[config.mk]
export PLATFORM = sky130hd
export DESIGN_NAME = image_buffer_rd_arbiter
export DESIGN_NICKNAME = d
export VERILOG_FILES = /design/src/rtl/sad_buf_pkg.sv /design/src/rtl/rr_arbiter.sv /design/src/rtl/image_buffer_rd_arbiter.sv
export SDC_FILE = /design/constraint.sdc
export NUM_CORES = 1
export LEC_CHECK = 0
export ABC_CLOCK_PERIOD_IN_PS = 1600
export CAP_MARGIN = 15
export CORE_MARGIN = 2
export CORE_UTILIZATION = 41
export DETAILED_ROUTE_END_ITERATION = 6
export PLACE_DENSITY = 0.9
export RECOVER_POWER = 25
export SLEW_MARGIN = 20
export SYNTH_ARGS = -nofsm -noshare
export SYNTH_HDL_FRONTEND = slang
export SYNTH_SLANG_ARGS = --single-unit
[constraint.sdc]
create_clock -name clk -period 1.6 [get_ports clk]
set_input_delay 0.16 -clock clk [delete_from_list [all_inputs] [get_ports clk]]
set_output_delay 0.16 -clock clk [all_outputs]
set_load 0.1 [all_outputs]
[src/rtl/sad_buf_pkg.sv]
// sad_buf_pkg: shared widths, arbiter state encoding and log2 helper
package sad_buf_pkg;
  localparam int PIXEL_SIZE_DEF = 12;
  localparam int BUF_ADDR_WIDTH_DEF = 14;
  typedef enum logic [1:0] {ARB, ISSUE, RESP} arb_state_t;
  function automatic int log2(input int v);
    int r;
    r = 0;
    for (int i = 0; i < 31; i++) if ((1 << i) < v) r = i + 1;
    return r;
  endfunction
endpackage

[src/rtl/rr_arbiter.sv]
// rr_arbiter: combinational round-robin grant from a request vector and start pointer
module rr_arbiter #(
  parameter int N = 2,
  parameter int IW = 1
) (
  input  logic [N-1:0]  req,
  input  logic [IW-1:0] ptr,
  output logic [N-1:0]  gnt,
  output logic [IW-1:0] idx,
  output logic          any
);
  localparam logic [IW:0] NV = N[IW:0];
  logic [N-1:0] rot;
  logic [IW-1:0] off;
  logic [IW:0] sum;
  assign rot = N'({req, req} >> ptr);
  assign any = |req;
  always_comb begin
    off = '0;
    for (int k = N - 1; k >= 0; k--) if (rot[k]) off = IW'(k);
    sum = {1'b0, ptr} + {1'b0, off};
    idx = (sum >= NV) ? IW'(sum - NV) : sum[IW-1:0];
    gnt = any ? N'(1) << idx : '0;
  end
endmodule

[src/rtl/image_buffer_rd_arbiter.sv]
// image_buffer_rd_arbiter: round-robin sharing of the image_buffer read port with timeout watchdog
module image_buffer_rd_arbiter
  import sad_buf_pkg::*;
#(
  parameter int NUM_REQ = 2,
  parameter int BUF_ADDR_WIDTH = BUF_ADDR_WIDTH_DEF,
  parameter int PIXEL_SIZE = PIXEL_SIZE_DEF,
  parameter int TIMEOUT_CYCLES = 64
) (
  input  logic                              clk,
  input  logic                              rst_n,
  input  logic [NUM_REQ-1:0]                req_valid,
  input  logic [NUM_REQ*BUF_ADDR_WIDTH-1:0] req_addr,
  output logic [NUM_REQ-1:0]                req_ready,
  output logic [NUM_REQ-1:0]                rsp_valid,
  output logic [PIXEL_SIZE-1:0]             rsp_data,
  output logic                              rsp_err,
  output logic [BUF_ADDR_WIDTH-1:0]         buf_raddr,
  output logic                              buf_rvalid,
  input  logic                              buf_rready,
  input  logic [PIXEL_SIZE-1:0]             buf_rdata,
  output logic                              timeout_err
);
  localparam int IW = log2(NUM_REQ);
  localparam int CW = log2(TIMEOUT_CYCLES) + 1;
  arb_state_t state;
  logic [IW-1:0] ptr, idx;
  logic [CW-1:0] cnt;
  logic [NUM_REQ-1:0] gnt, gsel;
  logic any;
  logic [BUF_ADDR_WIDTH-1:0] sel_addr;
  rr_arbiter #(.N(NUM_REQ), .IW(IW)) u_rr (
    .req(req_valid),
    .ptr(ptr),
    .gnt(gnt),
    .idx(idx),
    .any(any)
  );
  // acceptance is visible in the ARB cycle itself so requesters can drop valid next cycle
  assign req_ready = (rst_n && state == ARB) ? gnt : '0;
  always_comb begin
    sel_addr = '0;
    for (int k = 0; k < NUM_REQ; k++) if (gnt[k]) sel_addr = req_addr[k*BUF_ADDR_WIDTH +: BUF_ADDR_WIDTH];
  end
  // ready is checked before the watchdog, so a last-cycle ready still succeeds
  always_ff @(posedge clk)
    if (!rst_n) begin
      state <= ARB;
      ptr <= '0;
      cnt <= '0;
      gsel <= '0;
      buf_raddr <= '0;
      buf_rvalid <= 1'b0;
      rsp_valid <= '0;
      rsp_data <= '0;
      rsp_err <= 1'b0;
      timeout_err <= 1'b0;
    end else
      case (state)
        ARB: if (any) begin
          gsel <= gnt;
          buf_raddr <= sel_addr;
          buf_rvalid <= 1'b1;
          ptr <= (idx == IW'(NUM_REQ - 1)) ? '0 : idx + 1'b1;
          state <= ISSUE;
        end
        ISSUE: if (buf_rready || cnt == CW'(TIMEOUT_CYCLES - 1)) begin
          rsp_data <= buf_rready ? buf_rdata : '0;
          rsp_err <= !buf_rready;
          timeout_err <= timeout_err | !buf_rready;
          rsp_valid <= gsel;
          buf_rvalid <= 1'b0;
          state <= RESP;
        end else cnt <= cnt + 1'b1;
        default: begin
          rsp_valid <= '0;
          rsp_err <= 1'b0;
          cnt <= '0;
          state <= ARB;
        end
      endcase
endmodule

# Yosys cells after proc, flatten, opt, wreduce, memory -nomap -nowiden
# Index checks and enable logic that the tools add are counted.
word_totals:
  register_bits: 43
  input_bits: 45
  output_inout_bits: 33
  elab_cells: 57
op_classes:
  addsub: 4
  order_cmp: 1
  eq_ne: 5
  shifts: 2
  muxes: 21
  bitwise_logic: 2
  n_reduce_logical: 12
ops:
  columns: ["operator", "count"]
  rows:
  - ["two-way mux 14 bit", 2]
  - ["one-hot mux 7 bit (2 select lines)", 1]
  - ["two-way mux 12 bit", 1]
  - ["two-way mux 2 bit", 5]
  - ["AND reduction 2 bit", 5]
  - ["one-hot mux 2 bit (2 select lines)", 2]
  - ["adder 7 x 1 -> 7 bit, second input constant", 1]
  - ["== test 7 x 6 -> 1 bit, second input constant", 1]
  - ["two-way mux 1 bit", 7]
  - ["two-way mux 7 bit", 1]
  - ["!= test 2 bit, second input constant", 2]
  - ["one-hot mux 1 bit (2 select lines)", 2]
  - [">> shifter 4 x 1 -> 2 bit", 1]
  - ["AND reduction 3 bit", 1]
  - ["adder 1 x 1 -> 2 bit", 1]
  - ["== test 2 x 1 -> 1 bit, second input constant", 1]
  - ["greater-or-equal comparator 2 bit, second input constant", 1]
  - ["zero test 2 bit", 1]
  - ["!= test 2 x 1 -> 1 bit, second input constant", 1]
  - ["nonzero test 2 bit", 1]
  - ["OR reduction 2 bit", 1]
  - ["<< shifter 1 x 1 -> 2 bit, first input constant", 1]
  - ["adder 1 bit, second input constant", 1]
  - ["logical AND 1 bit", 1]
  - ["other kinds (5)", 5]

# Logic depth before layout (Yosys ltp)
# Gate-level depths: netlist (run 1).
logic_depth:
  word_depth: 10
  mapped_depth: 6
  depth_no_buf: 5

# Hierarchy
# A second synthesis (run 1) with hierarchy kept.
hier_totals:
  cells_unflattened: 201
  hier_area_um2: 1976.9
modules_own_cells:
  columns: ["mod", "instances", "cells_each", "area_each_um2", "seq_area_each_um2"]
  rows:
  - ["image_buffer_rd_arbiter", 1, 195, 1940.6, 860.8]
  - ["rr_arbiter", 1, 6, 36.3, 0.0]

# Least setup slack after synthesis (run 1)
# Ideal clock, no wire load.
synth_timing:
  path_type: "flip-flop to output port"
  startpoint: "reg ptr"
  endpoint: "out req_ready[1]"
  t_arrival_ps: 1657
  required_ps: 1440
  setup_slack_ps: -217
  stages_incl_launch_ff: 5
  path_buffers: 1
  path_cell_list: "dfxtp_1 -> inv_1 -> a21boi_2 -> buf_2 -> and3_1"
synth_via:
  elab_chain_len: 9
  elab_cells_between_ends: 10
  cone_classes: "2 x add/sub; 1 x order compare; 2 x shift; 5 x mux"
synth_rtl:
  columns: ["element", "line", "rtl"]
  rows:
  - ["start: declaration", "image_buffer_rd_arbiter.sv:27", "logic [IW-1:0] ptr, idx;"]
  - ["start signal: assignment", "image_buffer_rd_arbiter.sv:64", "ptr <= (idx == IW'(NUM_REQ - 1)) ? '0 : idx + 1'b1;"]
  - [">> shifter 4 x 1 -> 2 bit", "rr_arbiter.sv:16", "assign rot = N'({req, req} >> ptr);"]
  - ["two-way mux 1 bit (2 in series)", "rr_arbiter.sv:20", "for (int k = N - 1; k >= 0; k--) if (rot[k]) off = IW'(k);"]
  - ["adder 1 x 1 -> 2 bit (*)", "rr_arbiter.sv:21", "sum = {1'b0, ptr} + {1'b0, off};"]
  - ["greater-or-equal comparator 2 bit or subtractor 1 bit (tied branches)", "rr_arbiter.sv:22", "idx = (sum >= NV) ? IW'(sum - NV) : sum[IW-1:0];"]
  - ["two-way mux 1 bit (*)", "rr_arbiter.sv:22", null]
  - ["<< shifter 1 x 1 -> 2 bit (*)", "rr_arbiter.sv:23", "gnt = any ? N'(1) << idx : '0;"]
  - ["two-way mux 2 bit (*)", "rr_arbiter.sv:23", null]
  - ["two-way mux 2 bit (*)", "image_buffer_rd_arbiter.sv:40", "assign req_ready = (rst_n && state == ARB) ? gnt : '0;"]
  - ["end: declaration", "image_buffer_rd_arbiter.sv:14", "output logic [NUM_REQ-1:0] req_ready,"]
# Every way passes the cells marked *; elsewhere a longest branch is shown, timed or not.

# Worst setup path in the final report (run 1)
layout_timing:
  startpoint: "in req_valid[1]"
  endpoint: "out req_ready[1]"
layout_via:
  elab_chain_len: 9
  elab_cells_between_ends: 11
  cone_classes: "2 x add/sub; 1 x order compare; 2 x shift; 5 x mux; 1 x reduce/logical"
layout_rtl:
  columns: ["element", "line", "rtl"]
  rows:
  - ["start: declaration", "image_buffer_rd_arbiter.sv:12", "input logic [NUM_REQ-1:0] req_valid,"]
  - [">> shifter 4 x 1 -> 2 bit", "rr_arbiter.sv:16", null]
  - ["two-way mux 1 bit (2 in series)", "rr_arbiter.sv:20", null]
  - ["adder 1 x 1 -> 2 bit", "rr_arbiter.sv:21", null]
  - ["greater-or-equal comparator 2 bit or subtractor 1 bit (tied branches)", "rr_arbiter.sv:22", null]
  - ["two-way mux 1 bit", "rr_arbiter.sv:22", null]
  - ["<< shifter 1 x 1 -> 2 bit", "rr_arbiter.sv:23", null]
  - ["two-way mux 2 bit (*)", "rr_arbiter.sv:23", null]
  - ["two-way mux 2 bit (*)", "image_buffer_rd_arbiter.sv:40", null]
# Marked as above.

==> results of run 1 <==
-- report_power, final --
part	switching, mW	total, mW	leakage (nW)	internal [mW]
sequential	0.0616	1.20	0.352	1.14
clock	0.376	0.681	0.0412	0.305
combinational	0.660	0.999	0.714	0.339
-- worst max-delay path, delay by kind of cell --
kind | cells | cell delay [ps]
and+or+nand+nor | 1 | 230
buffers and inverters | 2 | 780
AOI/OAI and AO/OA | 1 | 250
-- per-stage QoR --
stage	hold slack [ps]	power [mW]	utilization, %	setup slack (ps)	setup TNS (ps)
floorplan	276	1.82	-	66.5	0
global placement	442	2.29	73.7	66.5	0
detailed placement	480	2.31	73.7	-60.6	-60.6
global route	403	3.00	69.8	-41.5	-73.5
CTS	394	2.99	75.9	6.01	0
finish	400	2.88	69.8	13.5	0
-- cell usage after synthesis, types with 2 or more instances --
cell type   n  area (sq um)
nor2_1     23          86.3
o21a_1      2          15.0
clkbuf_1    4          15.0
nand2_1    18          67.6
a21oi_1    17          85.1
o21ai_0    32           160
and3_1      2          12.5
a21boi_2    2          22.5
nand3_1     7          35.0
nand4b_1    2          17.5
dfxtp_1    43           861
inv_1       4          15.0
a221oi_1   13           114
xnor2_1     3          26.3
buf_2       4          20.0
a22oi_1     2          15.0
nor3_1      2          10.0
-- final timing paths --
path / depth (start not counted) / start / to / slack, ps
max: 4 / req_valid[1] / req_ready[1] / 10
min: 3 / buf_rdata[11] / rsp_data[11] / 400
max reg2reg: 6 / cnt[0] / buf_rvalid / 90
min reg2reg: 2 / rsp_valid[0] / rsp_valid[0] / 470
-- cell usage in the layout (no fill, tap or decap), drive strengths merged --
cell type and count:
clkdlybuf4s50 44, dfxtp 43, o21ai 34, buf 31
nor2 24, clkbuf 24, nand2 18, a21oi 17
a221oi 13, nand3 7, inv 4, xnor2 3
and3 3, nand4b 2, o21a 2, nor3 2
a22oi 2, a21boi 2, or2b 1, and3b 1
o211a 1, a31oi 1, nand3b 1, nor4 1
a311oi 1, and2b 1, a41oi 1, nand2b 1
or3 1, a211oi 1, o211ai 1, xor2 1
ha 1, clkinv 1, clkinvlp 1
-- cell type report --
cell class | count | area [sq um] | share of cell area, %
Sequential cell | 43 | 862 | 30.7
Timing Repair Buffer | 93 | 951 | 33.8
Inverter | 4 | 15.0 | 0.534
Multi-Input combinational cell | 144 | 835 | 29.7
Clock inverter | 2 | 12.5 | 0.445
Clock buffer | 6 | 72.6 | 2.58
Tap cell | 50 | 62.6 | 2.23
-- layer usage --
metal  part of all wire, %  track usage [%]  vias up  wire length, um
li1                      -                -      906                -
met1                    40             27.5      918             2220
met2                    53             38.4       60             2910
met3                   5.2             8.33       10              288
met4                   1.6             6.32        0               88
met5                     0                0        -                0
-- cell families (layout without fill, tap and decap cells) --
group | after synthesis | after routing
AOI/OAI and AO/OA | 76 | 76
xor gates and xnor gates | 4 | 4
adders and majority gates | 1 | 1
buffers and inverters | 14 | 105
DFF | 43 | 43
and+or+nand+nor | 63 | 63
-- state kept, by name, summed over array words and instances (netlist names) --
signal	cells
rsp_err	1
gsel	2
buf_raddr	14
state	2
cnt	7
rsp_valid	2
buf_rvalid	1
ptr	1
rsp_data	12
timeout_err	1
-- timing repair --
item                       CTS  global route
buffers inserted             0             1
gates resized for setup      1             5
pin swaps                    0             1
setup endpoints to repair    2            10
==> metrics.cfg, run 1 <==
[outcome]
status = completed

[cells_and_area]
diodes = 0
fillCellCount = 298
post-route-cell-area_sq_um = 2810
syn_to_final_growth_pct = 61.7
nNetsFinal = 337
instances_no_fill = 342
drive_gt1_share_pct = 22.3

[logic_synthesis]
synth-compound-area-share_pct = 27.3
ys_types = 38
syn_area_sq_um = 1740
ys_warn_count = 0
postSynthAreaPerCell_sq_um = 8.65
syn_nets = 247
yosys-mux-area-fraction_pct = 0
synth_fa_ha_area_share_pct = 0.720
synth_top_family_by_area = compound AO/OA/AOI/OAI gates
synth_cells = 201
seq_area_frac_synth_pct = 49.5
synth-edff-count = 0
synthXorXnorAreaFrac_pct = 2.02
synth_ff_type = dfxtp_1
synth_seq_cells = 43
yosys.area_share.simple_pct = 16.8
async_reset_ff_share_pct = 0

[die]
io_pins = 78
fp-row-count = 23
die_area_sq_um = 4780
die_x_um = 69.1
initial_core_util_pct = 43.1
core_area_sq_um = 4030
fp.dieH_um = 69.1

[timing]
relSlewSlack_pct = 63.0
fin_crit_sh_pct = 99.2
worst_pin_slew_ps = 558
hold_viol_final = 0
slew_violations = 0
min_period_ps = 1590
finalSetupViolCount = 0
fmax_ghz = 0.630
finClkSkew_ps = 8.63

[detailed_routing]
dr.pass1.iters = 4
vias = 1894
wl_per_cell_um = 16.1
ant_nets = 0
viasPerCell = 5.54
drt_iter0_drc = 121
drcViolationCount = 0
routed_wl_um = 5510

[critical_path]
critPathMaxStageDelay_ps = 600
crit_chain = clkdlybuf4s50_1, a21boi_4, and3_2, buf_12
end_kind = primary output
crit_type = input port to primary output
startpoint_type = input port
worstPathMaxFanout = 5
crit_arrival_ps = 1430
cp_data_required_time_ps = 1440
cp_slowest_cell = clkdlybuf4s50_1

[clock_tree]
cts_buffers = 5
cts_max_path_buffers = 2
holdBufCountCts = 0
cts_tree = done
cts.clk_slew.worst_paths_ps = 80
cts-root-buf = clkbuf_8
insertion_delay_ps = 300
htree_levels = 2
cts.sinks = 43

[power_and_ir_drop]
ir_drop_mv = 0.682
power_density_nw_per_um2 = 1030
power.leakage_nw = 1.11

[grt]
grt_max_degree = 20
grt_first_pass_wirelength_um = 8820
grt_pass1_vias = 1845
grt_usage_pct = 22.9
antenna_found_initial = 0
grt-ovfl-total = 0

[placed_design]
gp_congestion = 0.885
place_inst = 333
place_area_sq_um = 2970
port_buffers = 77
hpwl_um = 3960

[hold_path]
hold_class = input port to flip-flop

[flow_run]
maxCapViolCount = 0

Power figures use the tool's default switching activity.
==> run 2, diff against run 1 <==
- GPL_TIMING_DRIVEN: unset -> 0
==> metrics.cfg, run 2 (synthesis results as in run 1) <==
[cells_and_area]
largest_reg_flops = 14
multi_input_area_sq_um = 847
nNetsFinal = 334
diodes = 0
final_cell_mix = dfxtp_1, clkdlybuf4s50_1, o21ai_0, clkdlybuf4s15_2, nor2_1
regMostFlops = buf_raddr
seq_area_sq_um = 866
post-route-cell-area_sq_um = 2800
fillCellCount = 321
syn_to_final_growth_pct = 61.3
drive_gt1_share_pct = 22.1
largestRegisters = buf_raddr (14), rsp_data (12), cnt (7)

[critical_path]
worstPathMaxFanout = 4
crit_family = flip-flops
cp_slowest_cell = dfxtp_4
crit_type = flip-flop to primary output
r2r_cells = 6
r2r_slack_ps = 130
end_kind = primary output
critPathMaxStageDelay_ps = 380
crit_arrival_ps = 1380
startpoint_type = flip-flop
cp.buffers_inverters = 3
cp_data_required_time_ps = 1440
r2r-start = cnt[0]
r2r_end = rsp_data[2]
crit_chain = inv_1, a21boi_4, buf_6, and3_2, buf_12

[clock_tree]
cts_tree = done
htree_levels = 2
cts.sinks = 43
insertion_delay_ps = 300
cts_max_path_buffers = 2
cts-root-buf = clkbuf_8
cts_buffers = 5
cts.clk_slew.worst_paths_ps = 90

[die]
die_area_sq_um = 4780
die_x_um = 69.1
initial_core_util_pct = 43.1
io_pins = 78
core_area_sq_um = 4030
fp.dieH_um = 69.1
fp-row-count = 23

[power_and_ir_drop]
ir_drop_mv = 0.896
combPwrFrac_pct = 32.4
power_mw = 2.85
clkPwrFrac_pct = 26.0
power_frac_seq_pct = 41.6
sw_frac_of_total_pct = 37.7
p_int_mw = 1.77
power.leakage_nw = 1.03
power_density_nw_per_um2 = 1020
p_sw_mw = 1.07

[grt]
grt_pass1_vias = 1744
grt_usage_pct = 20.0
grt_max_degree = 15
grt_first_pass_wirelength_um = 7930
grt-ovfl-total = 0
antenna_found_initial = 0

[placed_design]
place_area_sq_um = 2570
port_buffers = 77
gp_congestion = 0.842
hpwl_um = 3470

[hold_path]
hold-path-cell-count = 2
min_to = ptr
hold_class = input port to flip-flop
holdCritStartpoint = req_valid[1]

[detailed_routing]
drcViolationCount = 0
vias = 1815
wl_per_cell_um = 13.9
routed_wl_um = 4730
ant_nets = 0
viasPerCell = 5.35
dr.pass1.iters = 4
drt_iter0_drc = 152

[timing]
slew_violations = 0
fin_crit_sh_pct = 96.4
finalSetupViolCount = 0
finClkSkew_ps = 6.80
min_period_ps = 1540
hold_viol_final = 0
rsz0062_at_grt = no
worst_pin_slew_ps = 559
relSlewSlack_pct = 62.9
fmax_ghz = 0.648

[outcome]
status = completed

[flow_run]
maxCapViolCount = 0

-- run 2: metrics by stage --
step | util, % | hold WS [ps] | worst slack [ps] | TNS, ps | instances
after floorplan | - | 276 | 66.5 | 0 | 201
after CTS | 69.0 | 372 | 3.38 | 0 | 339
final | 69.6 | 373 | 57.2 | 0 | 339
after global placement | 63.9 | 447 | -1250 | -5330 | 328
after global routing | 69.6 | 394 | 0.686 | 0 | 339
after detailed placement | 63.9 | 452 | -1290 | -5960 | 328
-- run 2: cell type report --
| type | instances | area share, % |
|---|---|---|
| buffer | 9 | 2.01 |
| inverter | 4 | 0.536 |
| clock buffer | 6 | 2.95 |
| clock inverter | 2 | 0.580 |
| timing repair buffer | 81 | 30.6 |
| multi-input combinational | 144 | 30.2 |
| tap | 50 | 2.23 |
| sequential | 43 | 30.9 |
-- run 2: timing repair --
action | CTS | global route
pin swaps | 1 | 0
gates resized for setup | 121 | 10
setup buffers | 3 | 1
hold buffers | 0 | 0
setup endpoints to repair | 42 | 26
endpoints found under the hold margin | 0 | 0
-- run 2: worst max-delay path by stage --
stage / endpoint / from / depth (start not counted)
after floorplan: req_ready[1] / ptr / 4
final: req_ready[1] / ptr / 5
after global placement: req_ready[0] / req_valid[0] / 5
after detailed placement: req_ready[1] / req_valid[1] / 5
after CTS: req_ready[1] / ptr / 5
after global routing: req_ready[0] / ptr / 4
-- run 2: worst reg2reg max path: stages (launching register included) --
cell and delay (ps):
dfxtp_1 380, ha_2 250, and3b_2 240, a21oi_2 70, buf_4 170, o21ai_0 150
a21oi_1 90
-- run 2: per-layer routing --
layer | vias up | GRT usage (%) | part of all wire [%]
met5 | - | 0 | 0
met4 | 0 | 6.97 | 1.9
met3 | 8 | 6.29 | 5.5
met2 | 50 | 34.1 | 51
met1 | 852 | 23.5 | 42
li1 | 905 | - | -
-- run 2: power groups by stage --
| stage | Combinational [mW] | Sequential (mW) | Clock (mW) |
|---|---|---|---|
| 6_report | 0.922 | 1.18 | 0.740 |
| 5_1_grt | 0.968 | 1.19 | 0.793 |
| 4_1_cts | 0.916 | 1.18 | 0.746 |
| 3_5_place_dp | 0.909 | 1.20 | 0 |
| 3_3_place_gp | 0.898 | 1.20 | 0 |
| 2_1_floorplan | 0.212 | 1.61 | 0 |
==> run 3, diff against run 2 <==
- CORE_UTILIZATION: 41 -> 60
- DONT_BUFFER_PORTS: unset -> 1
- PLACE_DENSITY: 0.9 -> 0.87
==> metrics.cfg, run 3 (synthesis results as in run 1) <==
[placed_design]
port_buffers = 0
gp_congestion = 0.766
pre_cts_ws_ps = -167
hpwl_um = 2960
place_area_sq_um = 1780

[detailed_routing]
viasPerCell = 6.88
ant_nets = 0
dr.pass1.iters = 5
drcViolationCount = 0
wl_per_cell_um = 21.1
drt_iter0_drc = 221
routed_wl_um = 6010
vias = 1961

[timing]
finClkSkew_ps = 18.2
relSlewSlack_pct = 32.1
finalSetupViolCount = 0
hold_viol_final = 0
worst_pin_slew_ps = 1020
slew_violations = 0
setup_slack_ps = 35.1
fmax_ghz = 0.639
hold_ws_ps = 18.0
timing.setup.tns_ps = 0
min_period_ps = 1560
fin_crit_sh_pct = 97.8

[critical_path]
r2r-start = state[0]
critical_path.startpoint = state[0]
end_kind = flip-flop
crit_arrival_ps = 1840
worstPathMaxFanout = 10
startpoint_type = flip-flop
r2r_cells = 5
crit_type = flip-flop to flip-flop
cp_data_required_time_ps = 1880

[hold_path]
hold-path-cell-count = 2
holdCritStartpoint = buf_rready
hold_class = input port to flip-flop

[grt]
antenna_found_initial = 0
grt-ovfl-total = 0
grt_pass1_vias = 1914
grt_usage_pct = 37.0
grt_first_pass_wirelength_um = 9290
grt_max_degree = 14

[power_and_ir_drop]
power.leakage_nw = 0.893
power_density_nw_per_um2 = 1150
ir_drop_mv = 1.34

[clock_tree]
cts_max_path_buffers = 2
cts.sinks = 43
cts.clk_slew.worst_paths_ps = 130
insertion_delay_ps = 360
cts_tree = done
cts-root-buf = clkbuf_4
cts_buffers = 5
htree_levels = 2

[die]
core_area_sq_um = 2760
fp-row-count = 19
io_pins = 78
initial_core_util_pct = 63.0
die_area_sq_um = 3340
die_x_um = 57.8
fp.dieH_um = 57.8

[cells_and_area]
fillCellCount = 136
largest_reg_flops = 14
nNetsFinal = 299
post-route-cell-area_sq_um = 2380
final_cell_mix = dlygate4sd3_1, dfxtp_1, o21ai_0
largestRegisters = buf_raddr (14), rsp_data (12), cnt (7)
drive_gt1_share_pct = 14.2
syn_to_final_growth_pct = 36.9
diodes = 0
regMostFlops = buf_raddr
final_common_cell = dlygate4sd3_1

[flow_run]
maxCapViolCount = 0

[outcome]
status = completed

==> run 3: changes by cell type in the layout (fill, tap and decap cells not counted), moves of 2 or more <==
cell and delta:
clkbuf_4 +6, and3_2 -2, clkbuf_8 -4, clkdlybuf4s15_2 -31, dfxtp_1 -3, dlygate4sd2_1 -2
and3_4 +2, buf_12 -2, clkdlybuf4s50_1 -41, dlygate4sd3_1 +38, dfxtp_2 +3
==> run 3: layer usage <==
metal / part of all wire (%) / vias to the layer above / routed length, um / track usage (%)
met2: 49 / 169 / 2920 / 58.9
met5: 0 / - / 0 / 0
met3: 11 / 50 / 649 / 12.5
li1: - / 833 / - / -
met1: 34 / 909 / 2040 / 42.8
met4: 6.7 / 0 / 400 / 22.6
==> run 3: critical path, stage by stage, from the launching register on <==
cell and delay (ps):
dfxtp_2 430, or2b_1 330, nor2_1 190, buf_4 200, nand2_1 100, a21oi_1 220
==> run 3: worst paths after layout <==
path	end	slack, ps
max	rsp_data[5]	40
min	rsp_err	20
max reg2reg	rsp_data[5]	40
min reg2reg	cnt[4]	520
==> run 3: timing repair <==
action                                 4_1_cts  5_1_grt
endpoints found under the hold margin       26        1
setup endpoints to repair                   11       24
hold buffers                                37        2
resized for setup                           16       10
pin swaps                                    5        6
buffers inserted                             6        1
cloned                                       0        1
==> run 3: layout make-up <==
| type | instances | area [sq um] | area share (%) |
|---|---|---|---|
| plain buffers | 8 | 47.5 | 2.00 |
| clock buffers | 6 | 51.3 | 2.16 |
| clock inverters | 2 | 35.0 | 1.47 |
| inverters | 4 | 17.5 | 0.736 |
| multi-input cells | 144 | 868 | 36.5 |
| flip-flops and latches | 43 | 870 | 36.6 |
| well taps | 31 | 38.8 | 1.63 |
| repair buffers | 47 | 450 | 18.9 |
==> run 3: power breakdown <==
part | switching [mW] | internal (mW) | total [mW] | leakage, nW
Combinational | 0.227 | 0.179 | 0.406 | 0.491
Clock | 0.349 | 0.369 | 0.718 | 0.0482
Sequential | 0.474 | 1.14 | 1.62 | 0.354
==> run 3: metrics by stage <==
stage | power [mW] | utilization (%) | std cells
2_1_floorplan | 1.82 | - | 201
3_3_place_gp | 1.86 | 64.5 | 232
3_5_place_dp | 1.88 | 64.5 | 232
4_1_cts | 2.69 | 84.8 | 283
5_1_grt | 2.83 | 86.3 | 285
6_report | 2.74 | 86.3 | 285
